**src/rtl/uart_cmd_pkg.sv**
```systemverilog
// Shared definitions for the UART command frame parser and the I/O register block.
package uart_cmd_pkg;

  localparam logic [7:0]  SOF_BYTE_DEFAULT = 8'hA5;
  localparam int unsigned FRAME_LEN        = 5;

  localparam logic [7:0] CMD_WR = 8'h01;
  localparam logic [7:0] CMD_RD = 8'h02;

  typedef enum logic [2:0] {
    ST_IDLE     = 3'd0,
    ST_GET_CMD  = 3'd1,
    ST_GET_ADDR = 3'd2,
    ST_GET_DATA = 3'd3,
    ST_GET_CHK  = 3'd4
  } state_e;

  function automatic logic [7:0] frame_chk(input logic [7:0] cmd,
                                           input logic [7:0] addr,
                                           input logic [7:0] data);
    return cmd ^ addr ^ data;
  endfunction

endpackage

```
**src/rtl/uart_cmd_parser_rx_byte_strobe.sv**
```systemverilog
// Turns the receiver's level-style valid into a single byte strobe, one cycle after the rise,
// so the strobe lines up with the settled receiver data.
module rx_byte_strobe (
  input  logic       clk,
  input  logic       rst,
  input  logic       data_vld_i,
  input  logic [7:0] rx_data_i,
  output logic       byte_stb_o,
  output logic [7:0] byte_o
);

  logic vld_q;
  logic arm_q;
  logic rise_q;

  // arm_q blocks a level that was already high when reset released from counting as a byte.
  always_ff @(posedge clk or posedge rst) begin
    if (rst) begin
      vld_q  <= 1'b0;
      arm_q  <= 1'b0;
      rise_q <= 1'b0;
    end else begin
      vld_q  <= data_vld_i;
      rise_q <= data_vld_i & ~vld_q & arm_q;
      if (!data_vld_i) arm_q <= 1'b1;
    end
  end

  assign byte_stb_o = rise_q;
  assign byte_o     = rx_data_i;

endmodule

```
**src/rtl/uart_cmd_parser.sv**
```systemverilog
// Assembles SOF/CMD/ADDR/DATA/CHK frames from the UART byte stream and emits decoded commands,
// checksum-error and timeout pulses, and a saturating error count.
module uart_cmd_parser
  import uart_cmd_pkg::*;
#(
  parameter logic [7:0]  SOF_BYTE       = SOF_BYTE_DEFAULT,
  parameter int unsigned TIMEOUT_CYCLES = 1_000_000,
  parameter int unsigned ERR_CNT_WIDTH  = 8
) (
  input  logic                     clk,
  input  logic                     rst,
  input  logic                     i_data_vld,
  input  logic [7:0]               i_rx_data,
  output logic                     o_cmd_vld,
  output logic [7:0]               o_cmd,
  output logic [7:0]               o_addr,
  output logic [7:0]               o_wdata,
  output logic                     o_chk_err,
  output logic                     o_timeout,
  output logic [ERR_CNT_WIDTH-1:0] o_err_cnt,
  output logic                     o_busy
);

  localparam int unsigned     CNT_W    = (TIMEOUT_CYCLES > 2) ? $clog2(TIMEOUT_CYCLES) : 1;
  localparam logic [CNT_W-1:0] CNT_LAST = CNT_W'(TIMEOUT_CYCLES - 1);

  logic       byte_stb;
  logic [7:0] byte_val;

  rx_byte_strobe u_strobe (
    .clk       (clk),
    .rst       (rst),
    .data_vld_i(i_data_vld),
    .rx_data_i (i_rx_data),
    .byte_stb_o(byte_stb),
    .byte_o    (byte_val)
  );

  state_e                   state_q, state_d;
  logic [CNT_W-1:0]         cnt_q, cnt_d;
  logic [7:0]               cmd_sh_q, cmd_sh_d, addr_sh_q, addr_sh_d, data_sh_q, data_sh_d;
  logic [7:0]               cmd_q, cmd_d, addr_q, addr_d, wdata_q, wdata_d;
  logic                     cmd_vld_q, cmd_vld_d, chk_err_q, chk_err_d, timeout_q, timeout_d;
  logic [ERR_CNT_WIDTH-1:0] err_cnt_q, err_cnt_d;

  always_ff @(posedge clk or posedge rst) begin
    if (rst) begin
      state_q   <= ST_IDLE;
      cnt_q     <= '0;
      cmd_sh_q  <= '0;
      addr_sh_q <= '0;
      data_sh_q <= '0;
      cmd_q     <= '0;
      addr_q    <= '0;
      wdata_q   <= '0;
      cmd_vld_q <= 1'b0;
      chk_err_q <= 1'b0;
      timeout_q <= 1'b0;
      err_cnt_q <= '0;
    end else begin
      state_q   <= state_d;
      cnt_q     <= cnt_d;
      cmd_sh_q  <= cmd_sh_d;
      addr_sh_q <= addr_sh_d;
      data_sh_q <= data_sh_d;
      cmd_q     <= cmd_d;
      addr_q    <= addr_d;
      wdata_q   <= wdata_d;
      cmd_vld_q <= cmd_vld_d;
      chk_err_q <= chk_err_d;
      timeout_q <= timeout_d;
      err_cnt_q <= err_cnt_d;
    end
  end

  always_comb begin
    state_d   = state_q;
    cnt_d     = cnt_q;
    cmd_sh_d  = cmd_sh_q;
    addr_sh_d = addr_sh_q;
    data_sh_d = data_sh_q;
    cmd_d     = cmd_q;
    addr_d    = addr_q;
    wdata_d   = wdata_q;
    cmd_vld_d = 1'b0;
    chk_err_d = 1'b0;
    timeout_d = 1'b0;
    err_cnt_d = err_cnt_q;

    case (state_q)
      ST_IDLE: begin
        if (byte_stb && byte_val == SOF_BYTE) state_d = ST_GET_CMD;
      end
      ST_GET_CMD: begin
        if (byte_stb) begin
          cmd_sh_d = byte_val;
          state_d  = ST_GET_ADDR;
        end
      end
      ST_GET_ADDR: begin
        if (byte_stb) begin
          addr_sh_d = byte_val;
          state_d   = ST_GET_DATA;
        end
      end
      ST_GET_DATA: begin
        if (byte_stb) begin
          data_sh_d = byte_val;
          state_d   = ST_GET_CHK;
        end
      end
      ST_GET_CHK: begin
        if (byte_stb) begin
          if (byte_val == frame_chk(cmd_sh_q, addr_sh_q, data_sh_q)) begin
            cmd_d     = cmd_sh_q;
            addr_d    = addr_sh_q;
            wdata_d   = data_sh_q;
            cmd_vld_d = 1'b1;
          end else begin
            chk_err_d = 1'b1;
          end
          state_d = ST_IDLE;
        end
      end
      default: state_d = ST_IDLE;
    endcase

    // An accepted byte in the terminal-count cycle takes priority over the timeout.
    if (state_q == ST_IDLE || byte_stb) begin
      cnt_d = '0;
    end else if (cnt_q == CNT_LAST) begin
      cnt_d     = '0;
      timeout_d = 1'b1;
      state_d   = ST_IDLE;
    end else begin
      cnt_d = cnt_q + CNT_W'(1);
    end

    if ((chk_err_d || timeout_d) && err_cnt_q != '1) err_cnt_d = err_cnt_q + ERR_CNT_WIDTH'(1);
  end

  assign o_cmd_vld = cmd_vld_q;
  assign o_cmd     = cmd_q;
  assign o_addr    = addr_q;
  assign o_wdata   = wdata_q;
  assign o_chk_err = chk_err_q;
  assign o_timeout = timeout_q;
  assign o_err_cnt = err_cnt_q;
  assign o_busy    = (state_q != ST_IDLE);

endmodule

```
**config.mk**
```make
export PLATFORM = sky130hd
export DESIGN_NAME = uart_cmd_parser
export DESIGN_NICKNAME = d
export VERILOG_FILES = /design/src/rtl/uart_cmd_pkg.sv /design/src/rtl/uart_cmd_parser_rx_byte_strobe.sv /design/src/rtl/uart_cmd_parser.sv
export SDC_FILE = /design/constraint.sdc
export NUM_CORES = 1
export LEC_CHECK = 0
export ABC_AREA = 1
export CELL_PAD_IN_SITES_DETAIL_PLACEMENT = 1
export CELL_PAD_IN_SITES_GLOBAL_PLACEMENT = 1
export CORE_MARGIN = 2
export CORE_UTILIZATION = 42
export DETAILED_ROUTE_END_ITERATION = 16
export PLACE_DENSITY_LB_ADDON = 0.1
export SLEW_MARGIN = 40
export SYNTH_ARGS = -nofsm -noshare
export SYNTH_HDL_FRONTEND = slang
export SYNTH_SLANG_ARGS = --single-unit
export TNS_END_PERCENT = 100
```
**constraint.sdc**
```tcl
create_clock -name clk -period 3.7 [get_ports clk]
set_input_delay 0.555 -clock clk [delete_from_list [all_inputs] [get_ports clk]]
set_output_delay 0.555 -clock clk [all_outputs]
set_load 0.1 [all_outputs]
```
# --- After elaboration in Yosys (flattened, before gate mapping) ---
# Cells that the tools add are included.
totals:
  ff_bits: 85
  input_bits: 11
  output_inout_bits: 36
  word_cells: 58
op_classes:
  add_sub_neg: 2
  eq_ne: 8
  muxes: 18
  bitwise: 5
  n_reduce_logical: 10
op_table:
  columns: ["cell", "n"]
  rows:
  - ["2-to-1 mux 20 bit", 2]
  - ["2-to-1 mux 3 bit", 7]
  - ["adder 20 x 1 -> 20 bit (second input constant)", 1]
  - ["== test 20 bit (second input constant)", 1]
  - ["bitwise XOR 8 bit", 2]
  - ["one-hot mux 3 bit (5 select lines)", 1]
  - ["adder 8 x 1 -> 8 bit (second input constant)", 1]
  - ["== test 8 bit", 1]
  - ["== test 8 bit (second input constant)", 1]
  - ["2-to-1 mux 1 bit", 8]
  - ["!= test 8 bit (second input constant)", 1]
  - ["== test 3 x 2 -> 1 bit (second input constant)", 2]
  - ["AND reduction 2 bit", 3]
  - ["== test 3 x 1 -> 1 bit (second input constant)", 1]
  - ["== test 3 bit (second input constant)", 1]
  - ["zero test 3 bit", 1]
  - ["AND reduction 3 bit", 1]
  - ["nonzero test 3 bit", 1]
  - ["AND 1 bit", 2]
  - ["logical AND 1 bit", 2]
  - ["logical OR 1 bit", 2]
  - ["inverter 1 bit", 1]

# --- Longest topological paths before layout ---
depth:
  ltp_word: 8
  ltp_mapped: 15
  depth_no_buf: 14

# --- Hierarchy ---
# From an unflattened synthesis, not the netlist that was laid out.
hier_totals:
  hier_cells: 497
  area_unflattened_um2: 4077.7
by_module_without_submodules:
  columns: ["mod", "n_inst", "cells_per_inst", "area_each_um2", "seq_area_each_um2"]
  rows:
  - ["uart_cmd_parser", 1, 482, 3925.0, 2052.0]
  - ["rx_byte_strobe", 1, 15, 152.6, 75.1]

# --- Least setup slack after synthesis ---
# No wires, ideal clock.
synth_timing:
  path_kind: "register to register"
  from: "register state_q[1]"
  to: "register err_cnt_q[2], in the netlist o_err_cnt[2]"
  setup_ns: 0.067
  t_arrival_ns: 2.232
  required_time_ns: 3.633
  slack_ns: 1.401
  path_stages_with_launch: 10
  n_path_buf: 0
  synth_period_minus_slack_ns: 2.299
  cell_sequence: "dfrtp_1 -> inv_1 -> nand3_1 -> nand2_2 -> inv_2 -> nand4_1 -> nand2_2 -> nand2_2 -> nand2_1 -> nand2_1"
synth_via:
  elab_chain_len: 5
  word_cells_on_any_way: 7
  cone_classes: "eq/ne (1); mux (2); reduce/logical (4)"
synth_lines:
  columns: ["element", "line_no", "rtl"]
  rows:
  - ["from (decl)", "uart_cmd_parser.sv:39", "state_e state_q, state_d;"]
  - ["from (signal assigned)", "uart_cmd_parser.sv:61", "state_q <= state_d;"]
  - ["zero test 3 bit", "uart_cmd_parser.sv:129", "if (state_q == ST_IDLE || byte_stb) begin"]
  - ["logical OR 1 bit", "uart_cmd_parser.sv:129", null]
  - ["2-to-1 mux 1 bit", "uart_cmd_parser.sv:129", null]
  - ["logical OR 1 bit *", "uart_cmd_parser.sv:139", "if ((chk_err_d || timeout_d) && err_cnt_q != '1) err_cnt_d = err_cnt_q + ERR_CNT_WIDTH'(1);"]
  - ["logical AND 1 bit *", "uart_cmd_parser.sv:139", null]
  - ["to (signal assigned)", "uart_cmd_parser.sv:72", "err_cnt_q <= err_cnt_d;"]
  - ["to (decl)", "uart_cmd_parser.sv:44", "logic [ERR_CNT_WIDTH-1:0] err_cnt_q, err_cnt_d;"]
# Every way passes the cells marked *; elsewhere a longest branch is shown, timed or not.
# A chain may end at the register's enable or synchronous reset.

# --- Final worst setup path ---
layout_timing:
  from: "input port i_rx_data[3]"
  to: "register wdata_q[4], in the netlist o_wdata[4]"
layout_via:
  elab_chain_len: 2
layout_lines:
  columns: ["element", "line_no", "rtl"]
  rows:
  - ["from (decl)", "uart_cmd_parser.sv:13", "input logic [7:0] i_rx_data,"]
  - ["== test 8 bit", "uart_cmd_parser.sv:114", "if (byte_val == frame_chk(cmd_sh_q, addr_sh_q, data_sh_q)) begin"]
  - ["AND reduction 3 bit (no line)", null, null]
  - ["to (signal assigned)", "uart_cmd_parser.sv:68", "wdata_q <= wdata_d;"]
  - ["to (decl)", "uart_cmd_parser.sv:42", "logic [7:0] cmd_q, cmd_d, addr_q, addr_d, wdata_q, wdata_d;"]
# Every way passes these cells.

==> results.ini <==
[run_status]
outcome=completed

[clock_network]
root_buffer=sky130_fd_sc_hd__clkbuf_8
clock_sinks=85
clock_path_buffers=2
postCtsSetupRepairBufs=0
tritoncts=yes
hold_bufs_inserted_after_cts=0
tritoncts.num_buffers=9
post_cts_resized=0
insertion_delay_ns=0.35
cts.htree.levels=3
clock_slew_at_the_register_clock_pins_of_the_worst_setup_and_hold_paths_ns=0.08

[critical_path]
worst_setup_path_start_kind=primary input
worstPathMaxFanout=40
worstPathRequired_ns=3.97
timing_worst_setup_path_type=primary input to flop
timing.critical_path.arrival_ns=2.60
critPathCaptureType=flop

[die]
floorplan.rows=35
die_w_um=102.4
core_region_area_um2=9328
num_io_pins=47
die_area_um2=10490
die_y_um=102.4
initial_core_util_pct=43.61

[detailed_routing]
drt_pre_antenna_iters=5
num_vias=3387
remaining_drc_errors=0
route.detailed.wl_per_inst_um=14.32
ant_nets=0
post_drt_via_cell_ratio=4.930
drt_iter0_drc=70
finalWirelength_mm=9.840

[logic_synthesis]
postSynthCellCount=500
synth_top_area_share_pct=52.29
proportion_of_register_bits_with_asynchronous_set_or_reset_after_synthesis_pct=100.0
synth_seq_cells=85
synth_enable_flop_cells=0
synth_most_common_cell=sky130_fd_sc_hd__nand2_1
yosys_most_used_dff=sky130_fd_sc_hd__dfrtp_1
ys.warnings.count=0
synth.cells.most_frequent=169 x sky130_fd_sc_hd__nand2_1, 85 x sky130_fd_sc_hd__dfrtp_1, 59 x sky130_fd_sc_hd__inv_1
post_synth_instance_area_um2=4068
post_synth_num_cell_types=28
number_of_nets_in_the_synthesized_netlist=513
ys_seq_area_share_pct=52.29
syn-mean-instance-area_um2=8.135
netlist.top_cell.by_area=sky130_fd_sc_hd__dfrtp_1
ys_top_cells_by_area=sky130_fd_sc_hd__dfrtp_1 52%, sky130_fd_sc_hd__nand2_1 16%, sky130_fd_sc_hd__inv_1 5.4%

[power]
clock_power_share_pct=24.5
irDropWorstVdd_uv=241.5
power.combinational.fraction_pct=29.9
power.sequential.fraction_pct=45.6
cell_internal_pwr_mw=1.695
static-leakage-power_nw=2.494
switching_power_mw=1.034
power-per-cell-area_nw_per_um2=582.4
power_switching_share_pct=37.89

[layout]
antenna_cells=0
fraction_of_final_layout_cells_sized_beyond_drive_strength_1_pct=15.05
multi_input_comb_area_um2=1639
layout.cells.non_filler=687
num-nets-final=567
layout.filler_cells=1172
final_cell_area_um2=4687
syn2layout_area_growth_pct=15.23
ff_latch_area_um2=2127

[grt]
grt-ovfl-total=0
grt_first_pass_wirelength_mm=16.54
first_global_vias=3546
grt_start_max_net_pins=46
track_usage_pct=20.11
initial_antenna_violation_count=0

[timing]
finalMaxSlewViolations=0
unrepaired_setup_endpoints_after_global_routing=false
fraction_of_the_cycle_the_final_worst_path_needs_pct=62.73
max_freq_ghz=0.4309
timing.final.crit_period_ns=2.321
clock_skew_ns=0.01465
report.final.setup_viol=0
final.setup.worst_slack_ns=1.379
worst_margin_slew_ns=0.6099
max_slew_margin_pct=59.24
timing.final.hold_violations=0
timing.setup.tns_ns=0
finalHoldWorstSlack_ns=0.4064

[placed_design]
post-place-cells=672
hpwl_mm=7.332
port_buffers=46
placement_setup_slack_ns=1.001
routabilityCongestion=0.8095
placement.cell_area_um2=4487

[min_path]
worst_hold_path_type=flop to flop

[run]
max_cap_viol_count=0

## power by group through the flow
stage | logic, mW | registers (mW) | clock network (mW)
5_1_grt | 0.946 | 1.27 | 0.720
6_report | 0.816 | 1.24 | 0.669
2_1_floorplan | 0.600 | 1.26 | 0
3_3_place_gp | 0.791 | 1.25 | 0
4_1_cts | 0.829 | 1.25 | 0.688
3_5_place_dp | 0.820 | 1.26 | 0
## layout make-up
type	instances	area share, %
clock buffer	11	3.230
clock inverter	4	1.014
inverter	64	5.179
multi-input combinational	343	34.97
sequential	85	45.38
tap	129	3.444
timing repair buffer	51	6.781
## state kept, by name, summed over array words and instances (netlist names)
name	flops
o_timeout	1
data_sh_q	8
u_strobe.arm_q	1
cnt_q	20
cmd_sh_q	8
o_chk_err	1
o_wdata	8
o_addr	8
addr_sh_q	8
o_cmd	8
state_q	3
o_cmd_vld	1
u_strobe.byte_stb_o	1
u_strobe.vld_q	1
o_err_cnt	8
## kinds of logic (layout without fill, tap and decap cells)
kind of cell,after synthesis,count (layout),share of synthesized area [%]
compound gates,66,66,9.689
xor+xnor,15,15,3.230
fa+ha+maj,2,2,0.6151
buf+inv,72,130,7.413
flops,85,85,52.29
simple gates,260,260,26.76
## stage by stage
stage               utilization [%]  power [mW]
floorplan                         -       1.856
global placement              49.87       2.039
finish                        50.25       2.730
CTS                           50.23       2.762
global route                  50.25       2.940
detailed placement            48.10       2.082
## worst paths after layout
| check | end | slack (ns) | startpoint | cells after the start |
|---|---|---|---|---|
| worst max-delay path | o_wdata[4] | 1.38 | i_rx_data[3] | 14 |
| worst min-delay path | u_strobe.byte_stb_o | 0.41 | u_strobe.vld_q | 1 |
| worst max register to register | o_wdata[4] | 1.76 | cmd_sh_q[2] | 14 |
| worst min register to register | u_strobe.byte_stb_o | 0.41 | u_strobe.vld_q | 1 |
| max in group asynchronous | o_cmd[1] | 2.35 | rst | 3 |
| min in group asynchronous | cnt_q[3] | 0.61 | rst | 2 |
## worst max-delay path, stage by stage
cell and delay [ns]:
sky130_fd_sc_hd__clkdlybuf4s50_1 0.58, sky130_fd_sc_hd__inv_1 0.10, sky130_fd_sc_hd__nand2_1 0.10, sky130_fd_sc_hd__nand2_1 0.06, sky130_fd_sc_hd__nand2_1 0.06, sky130_fd_sc_hd__nand2_1 0.05
sky130_fd_sc_hd__nand2_1 0.09, sky130_fd_sc_hd__nor2_1 0.06, sky130_fd_sc_hd__nand2_1 0.09, sky130_fd_sc_hd__inv_2 0.04, sky130_fd_sc_hd__nand2_2 0.16, sky130_fd_sc_hd__buf_4 0.43
sky130_fd_sc_hd__nand2_1 0.11, sky130_fd_sc_hd__o21ai_1 0.10
## layer usage
layer / share of wire [%] / vias to the layer above / GRT usage [%]
li1: - / 1675 / -
met1: 48 / 1655 / 26.61
met2: 49 / 50 / 34.56
met3: 2.3 / 7 / 2.804
met4: 1.1 / 0 / 5.846
met5: 0 / - / 0
## cell usage in the layout, fill, tap and decap left out, types with 9 or more instances in the layout
cell and count:
sky130_fd_sc_hd__nand2_1 169, sky130_fd_sc_hd__dfrtp_1 85, sky130_fd_sc_hd__inv_1 58, sky130_fd_sc_hd__nor2_1 39, sky130_fd_sc_hd__buf_2 36, sky130_fd_sc_hd__o21ai_0 28
sky130_fd_sc_hd__nand3_1 23, sky130_fd_sc_hd__o21ai_2 14, sky130_fd_sc_hd__nor3_1 12, sky130_fd_sc_hd__a21oi_1 12, sky130_fd_sc_hd__clkbuf_8 11, sky130_fd_sc_hd__clkdlybuf4s50_1 10
sky130_fd_sc_hd__xor2_1 9
Note: power is estimated with default switching activity, not from simulation.
